[src/rtl/multicycle_control_fsm.sv]
// rtl/multicycle_control_fsm.sv - multicycle MIPS control sequencer with memory handshake and abort
module multicycle_control_fsm #(
  parameter int WAIT_LIMIT = 15,
  parameter int CNT_W      = 8
) (
  input  logic       clk,
  input  logic       rst_n,
  input  logic [5:0] OP,
  input  logic [5:0] Funct,
  input  logic       Zero,
  input  logic       MemReady,
  output logic       PCWrite,
  output logic       IorD,
  output logic       MemRead,
  output logic       MemWrite,
  output logic       IRWrite,
  output logic       RegDst,
  output logic       MemToReg,
  output logic       RegWrite,
  output logic       ULASrcA,
  output logic [1:0] ULASrcB,
  output logic [2:0] ULAControl,
  output logic [1:0] PCSrc,
  output logic [3:0] State,
  output logic       InstrDone,
  output logic       Fault
);

  typedef enum logic [3:0] {
    S_FETCH    = 4'd0,
    S_DECODE   = 4'd1,
    S_MEMADR   = 4'd2,
    S_MEMREAD  = 4'd3,
    S_MEMWB    = 4'd4,
    S_MEMWRITE = 4'd5,
    S_EXECUTE  = 4'd6,
    S_ALUWB    = 4'd7,
    S_BRANCH   = 4'd8,
    S_IMMEXEC  = 4'd9,
    S_IMMWB    = 4'd10,
    S_JUMP     = 4'd11
  } state_t;

  state_t           state, state_next;
  logic [CNT_W-1:0] wait_cnt;
  logic             is_store;
  logic             waiting, timeout, wait_hit;

  // Timeout fires in the WAIT_LIMIT-th consecutive not-ready cycle.
  assign wait_hit = (wait_cnt == CNT_W'(WAIT_LIMIT - 1));
  assign State    = state;

  always_comb begin
    state_next = state;
    waiting    = 1'b0;
    timeout    = 1'b0;
    PCWrite    = 1'b0;
    IorD       = 1'b0;
    MemRead    = 1'b0;
    MemWrite   = 1'b0;
    IRWrite    = 1'b0;
    RegDst     = 1'b0;
    MemToReg   = 1'b0;
    RegWrite   = 1'b0;
    ULASrcA    = 1'b0;
    ULASrcB    = 2'b00;
    ULAControl = 3'b000;
    PCSrc      = 2'b00;
    InstrDone  = 1'b0;
    Fault      = 1'b0;
    case (state)
      S_FETCH: begin
        MemRead    = 1'b1;
        ULASrcB    = 2'b01;
        ULAControl = 3'b010;
        IRWrite    = MemReady;
        PCWrite    = MemReady;
        if (MemReady) state_next = S_DECODE;
        else begin
          waiting = 1'b1;
          timeout = wait_hit;
        end
      end
      S_DECODE: begin
        ULASrcB    = 2'b11;
        ULAControl = 3'b010;
        case (OP)
          6'b100011, 6'b101011:           state_next = S_MEMADR;
          6'b000000:                      state_next = S_EXECUTE;
          6'b000100:                      state_next = S_BRANCH;
          6'b001000, 6'b001100, 6'b001101: state_next = S_IMMEXEC;
          6'b000010:                      state_next = S_JUMP;
          default: begin
            Fault      = 1'b1;
            state_next = S_FETCH;
          end
        endcase
      end
      S_MEMADR: begin
        ULASrcA    = 1'b1;
        ULASrcB    = 2'b10;
        ULAControl = 3'b010;
        state_next = is_store ? S_MEMWRITE : S_MEMREAD;
      end
      S_MEMREAD: begin
        MemRead = 1'b1;
        IorD    = 1'b1;
        if (MemReady) state_next = S_MEMWB;
        else begin
          waiting = 1'b1;
          timeout = wait_hit;
        end
      end
      S_MEMWB: begin
        MemToReg   = 1'b1;
        RegWrite   = 1'b1;
        InstrDone  = 1'b1;
        state_next = S_FETCH;
      end
      S_MEMWRITE: begin
        MemWrite = 1'b1;
        IorD     = 1'b1;
        if (MemReady) begin
          InstrDone  = 1'b1;
          state_next = S_FETCH;
        end else begin
          waiting = 1'b1;
          timeout = wait_hit;
        end
      end
      S_EXECUTE: begin
        ULASrcA    = 1'b1;
        state_next = S_ALUWB;
        case (Funct)
          6'b100000: ULAControl = 3'b010;
          6'b100010: ULAControl = 3'b110;
          6'b100100: ULAControl = 3'b000;
          6'b100101: ULAControl = 3'b001;
          6'b101010: ULAControl = 3'b111;
          default: begin
            ULAControl = 3'b010;
            Fault      = 1'b1;
            state_next = S_FETCH;
          end
        endcase
      end
      S_ALUWB: begin
        RegDst     = 1'b1;
        RegWrite   = 1'b1;
        InstrDone  = 1'b1;
        state_next = S_FETCH;
      end
      S_BRANCH: begin
        ULASrcA    = 1'b1;
        ULAControl = 3'b110;
        PCSrc      = 2'b01;
        PCWrite    = Zero;
        InstrDone  = 1'b1;
        state_next = S_FETCH;
      end
      S_IMMEXEC: begin
        ULASrcA    = 1'b1;
        ULASrcB    = 2'b10;
        ULAControl = (OP == 6'b001100) ? 3'b000 :
                     (OP == 6'b001101) ? 3'b001 : 3'b010;
        state_next = S_IMMWB;
      end
      S_IMMWB: begin
        RegWrite   = 1'b1;
        InstrDone  = 1'b1;
        state_next = S_FETCH;
      end
      S_JUMP: begin
        PCSrc      = 2'b10;
        PCWrite    = 1'b1;
        InstrDone  = 1'b1;
        state_next = S_FETCH;
      end
      default: begin
        Fault      = 1'b1;
        state_next = S_FETCH;
      end
    endcase
    if (timeout) begin
      Fault      = 1'b1;
      MemRead    = 1'b0;
      MemWrite   = 1'b0;
      state_next = S_FETCH;
    end
    // Reset must silence every request without waiting for a clock edge.
    if (!rst_n) begin
      PCWrite    = 1'b0;
      IorD       = 1'b0;
      MemRead    = 1'b0;
      MemWrite   = 1'b0;
      IRWrite    = 1'b0;
      RegDst     = 1'b0;
      MemToReg   = 1'b0;
      RegWrite   = 1'b0;
      ULASrcA    = 1'b0;
      ULASrcB    = 2'b00;
      ULAControl = 3'b000;
      PCSrc      = 2'b00;
      InstrDone  = 1'b0;
      Fault      = 1'b0;
    end
  end

  always_ff @(posedge clk or negedge rst_n) begin
    if (!rst_n) begin
      state    <= S_FETCH;
      wait_cnt <= '0;
      is_store <= 1'b0;
    end else begin
      state <= state_next;
      if (state_next != state || timeout) wait_cnt <= '0;
      else if (waiting)                   wait_cnt <= wait_cnt + 1'b1;
      if (state == S_DECODE) is_store <= (OP == 6'b101011);
    end
  end

endmodule

[config.mk]
export PLATFORM = sky130hd
export DESIGN_NAME = multicycle_control_fsm
export DESIGN_NICKNAME = d
export VERILOG_FILES = /design/src/rtl/multicycle_control_fsm.sv
export SDC_FILE = /design/constraint.sdc
export NUM_CORES = 1
export LEC_CHECK = 0
export ABC_AREA = 0
export ABC_CLOCK_PERIOD_IN_PS = 2700
export CAP_MARGIN = 20
export CORE_MARGIN = 8
export CORE_UTILIZATION = 40
export CTS_CLUSTER_SIZE = 24
export DETAILED_ROUTE_END_ITERATION = 16
export GPL_TIMING_DRIVEN = 0
export HOLD_SLACK_MARGIN = 0.08
export PLACE_DENSITY = 0.69
export REMOVE_ABC_BUFFERS = 1
export SYNTH_ARGS = -nofsm -noshare
export SYNTH_HDL_FRONTEND = slang
export SYNTH_SLANG_ARGS = --single-unit
[constraint.sdc]
create_clock -name clk -period 2.7 [get_ports clk]
set_input_delay 0.54 -clock clk [delete_from_list [all_inputs] [get_ports clk]]
set_output_delay 0.54 -clock clk [all_outputs]
set_load 0.01 [all_outputs]
---- After elaboration in Yosys (flattened, before gate mapping) ----
Cells that the tools add are included.
operators by class
  $add $sub $neg .......................... 1
  equality and inequality tests ........... 25
  muxes and demuxes ....................... 51
  reduce and logical (&&, ||, !) cells .... 17
operators by type and width
  operator                                                               count
  6-bit equality test, second input constant                             7
  1-bit 2-to-1 mux                                                       29
  4-bit case mux with 7 select lines                                     1
  3-bit case mux with 4 select lines                                     2
  4-bit case mux with 5 select lines                                     1
  6-bit by 4-bit equality test with 1-bit output, second input constant  3
  4-bit by 3-bit equality test with 1-bit output, second input constant  4
  4-bit equality test, second input constant                             4
  4-bit 2-to-1 mux                                                       4
  8-bit 2-to-1 mux                                                       2
  3-bit OR reduction                                                     4
  10-bit OR reduction                                                    1
  5-bit OR reduction                                                     2
  3-bit 2-to-1 mux                                                       3
  8-bit by 1-bit adder with 8-bit output, second input constant          1
  4-bit by 2-bit equality test with 1-bit output, second input constant  2
  8-bit by 4-bit equality test with 1-bit output, second input constant  1
  2-bit 2-to-1 mux                                                       4
  2-bit OR reduction                                                     4
  8-bit OR reduction                                                     1
  6-bit by 2-bit equality test with 1-bit output, second input constant  1
  6-bit by 3-bit equality test with 1-bit output, second input constant  1
  6-bit logical NOT                                                      1
  1-bit case mux with 3 select lines                                     2
  9 further kinds                                                        9
storage, ports and cells
  flip-flop bits (word level) ............. 13
  input bits .............................. 16
  output and inout port bits .............. 22
  word-level logic and storage cells ...... 97

---- Longest topological paths before layout ----
  depth in word-level cells ............... 8
  mapped depth ............................ 8
  depth with buffers taken out ............ 6

---- Least setup slack after synthesis ----
OpenSTA, ideal clock, no wires.
  path kind ............................... flip-flop to output port
  start ................................... reg state[2] (netlist: State[2])
  end ..................................... out PCWrite
  arrival ................................. 1.631 ns
  data required time ...................... 2.160 ns
  path slack .............................. 0.529 ns
  stages on the path, launching flop included .. 6
  buffers on the path ..................... 1
  cell sequence ........................... dfrtp_1 > buf_2 > nor2_1 > nand2_1 > nor4_1 > a211o_1
on the way
  longest elaborated chain between the ends .. 3
  elaborated cells between the ends (all ways) .. 5
  classes of those cells .................. 2 x eq/ne; 2 x mux; 1 x reduce/logical
RTL lines
  element                                                          RTL line  source
  from (decl)                                                      44        state_t state, state_next;
  from (signal assigned)                                           215       state <= state_next;
  4-bit equality test / 4-bit logical NOT (equally long branches)  71        case (state)
  1-bit case mux with 3 select lines *                             71
  1-bit 2-to-1 mux *                                               191       if (!rst_n) begin
  to (decl)                                                        12        output logic PCWrite,
Every way passes the cells marked *; elsewhere a longest branch is shown, timed or not.

---- Final worst setup path ----
  start ................................... in OP[5]
  end ..................................... out Fault
on the way
  longest elaborated chain between the ends .. 6
  elaborated cells between the ends (all ways) .. 13
  classes of those cells .................. 7 x eq/ne; 4 x mux; 2 x reduce/logical
RTL lines
  element                                                                       RTL line  source
  from (decl)                                                                   8         input logic [5:0] OP,
  6-bit by 4-bit equality test with 1-bit output, or another cell as far along  87        case (OP)
  8-bit OR reduction (no line) *                                                --
  1-bit 2-to-1 mux *                                                            87
  1-bit case mux with 3 select lines *                                          71
  1-bit 2-to-1 mux *                                                            184       if (timeout) begin
  1-bit 2-to-1 mux *                                                            191
  to (decl)                                                                     26        output logic Fault
Marks and branches as above.

==> reports/results.txt <==
Max Cap Viol - 0
Clock sink count - 13
Largest cells by area after synthesis - dfrtp_1 24%, nand2_1 6.3%, a211oi_1 4.9%
Critical path class - primary input to output port
YS warnings - 0
Remaining antenna violation count - 0
Gpl congestion - 0.859
Cell area power density - 587 nW/um2
Syn avg cell area - 7.72 um2
Vias/cell - 5.84
Worst slew pin tran - 374 ps
DIE AREA - 5570 um2
Tmin final - 2630 ps
Hpwl dp - 3110 um
Async S/R FF share, synth - 1.00
Hold Vio Cnt, Final - 0
Clock Latency Late Sink - 270 ps
Worst Hold Class - primary input to asynchronous set/reset pin
Post-synthesis sequential area ratio - 0.237
Critical Path Start - OP[5]
Hold buffers post-CTS - 0
H-Tree Depth - 1
Synth top cells by count - 23 x nand2_1, 14 x nor2_1, 13 x dfrtp_1
Top sig layer - met4
P&R area growth vs syn - 42.0%
Worst-path clk slew - 80 ps
Total grt overflow - 0
Cells after Synth - 178
CP top delay family - buffers and inverters
Synthesized area - 1370 um2
Clock Tree Buf Depth - 2
Met3 routed WL - 367 um
Top FF cell, synth - dfrtp_1
Antenna violations before repair - 0
WL final - 4470 um
I/O pin count - 38
Die Y - 74.6 um
WP buf/inv - 2
DR iter-0 viols - 100
Root buffer cell - clkbuf_4
Met1 wire length - 1720 um
Max incr delay on CP - 540 ps
Fraction of layout cells with a size suffix above 1 - 0.211
Setup TNS - 0 ps
Slew HR - 0.748
Router iterations before antenna repair - 4
First-pass GRT wire length - 7220 um
Seq cells post-synth - 13
Number of synthesized flops with an enable pin - 0
Crit. End Element - output port
Max-slew violation count - 0
Synth top area share - 0.237
Endpoints failing setup - 0
Crit path max fanout - 4
Max Fclk - 0.380 GHz
CTS tree - done
Die width - 74.6 um
Initial Util - 0.415
WL/cell - 16.4 um
Global Route Usage Sum - 0.163
Peak supply drop - 0.000281 V
Layout Utilization - 0.589
CP Data Required Time - 2160 ps
# port buffers - 37
Leak pwr - 0.815 nW
Post-layout nets - 246
Vias in the first global route - 1494
Routed wl met2 - 2340 um
Worst EP arrival - 2090 ps
Clk_skew - 1.02 ps
DR vias - 1594
Synth unique cells - 52
Crit path cell chain - clkdlybuf4s50_1 > nand3_1 > nor3_2 > a211oi_1 > a221oi_1 > a21boi_1 > dlygate4sd2_1
Total CTS buffers - 3
Core ar. - 3310 um2
CP startpoint kind - primary input
Slowest CP cell - clkdlybuf4s50_1
Unrepaired setup endpoints after global routing - true
Ant. Diodes - 0
Row cnt - 21
Yosys top cell by area - dfrtp_1
Status - complete, no violations
Final worst path period share - 0.974
Count leader, synth - nand2_1
DRC viols - 0
Reg-to-reg startpoint - State[0]$_DFF_PN0_
Largest net degree at the start of global routing - 26
## what timing repair did
item                       CTS  global route
cloned                       0             0
setup endpoints to repair   18             5
gates resized for setup     32             7
buffers inserted            16             3
pin swaps                    2             0
## path summary, 6_finish.rpt
check / to / slack (ps) / cells after the start
setup reg to reg: wait_cnt[3]$_DFFE_PN0P_ / 620 / 7
hold / removal: wait_cnt[4]$_DFFE_PN0P_ / 170 / 1
min in group clk: is_store$_DFFE_PN0P_ / 480 / 2
max in group asynchronous: State[1]$_DFF_PN0_ / 2270 / 1
setup / recovery: Fault / 70 / 7
hold reg to reg: is_store$_DFFE_PN0P_ / 480 / 2
## per-layer routing
metal,vias up,global-route usage
met5,-,0
met2,74,0.311
met3,9,0.0270
li1,759,-
met1,752,0.189
met4,0,0.0109
## stage by stage
stage | power [W] | setup slack [ps] | std cells | instance area (um2) | hold slack [ps]
2_1_floorplan | 0.000637 | 331 | 167 | 1310 | 244
3_3_place_gp | 0.000863 | -732 | 250 | 1740 | 463
3_5_place_dp | 0.000878 | -834 | 250 | 1740 | 465
4_1_cts | 0.00112 | 9.95 | 270 | 1920 | 228
5_1_grt | 0.00123 | -10.0 | 273 | 1950 | 179
6_report | 0.00115 | 69.3 | 273 | 1950 | 174
## state kept, by name, indices dropped and copies added, names as in the netlist
name / count
State: 4
is_store: 1
wait_cnt: 8
## power breakdown
| group | internal, W | leakage [nW] | switching (W) | total (W) |
|---|---|---|---|---|
| Combinational | 0.000351 | 0.625 | 0.000398 | 0.000748 |
| Clock | 0.0000548 | 0.0177 | 0.0000611 | 0.000116 |
| Sequential | 0.000226 | 0.172 | 0.0000553 | 0.000281 |
## layout make-up
type	instances	area [um2]
flip-flops and latches	13	335
clock inverters	1	5.00
fillers	325	1360
repair buffers	56	498
inverters	7	26.3
multi-input cells	147	1010
clock buffers	3	22.5
well taps	46	57.6
## cell usage in the layout (no fill, tap or decap), types with 3 or more instances in the layout
master,count
nor2_1,12
buf_4,18
xor2_1,6
nand4_1,7
nor3_1,8
o21ai_0,8
xnor2_1,3
clkbuf_4,4
a211oi_1,9
nand3_1,6
nand2_1,23
clkdlybuf4s50_1,27
dlygate4sd2_1,6
nor3_2,3
inv_1,6
dfrtp_1,9
a21oi_1,11
## worst register-to-register path, cell delays in order, from the launching register on
cell,delay [ps]
dfrtp_4,460
buf_4,140
buf_4,190
inv_1,80
nor3_1,160
o21ai_0,160
nand4bb_1,470
a211oi_1,330
## logic make-up after synthesis
family	count (synthesis)	share of synthesized area
mux	2	0.0146
simple gates	87	0.356
buf+inv	18	0.0656
compound gates	47	0.251
flops	13	0.237
fa+ha+maj	2	0.0182
xor+xnor	9	0.0574
(Power assumes the default switching activity.)
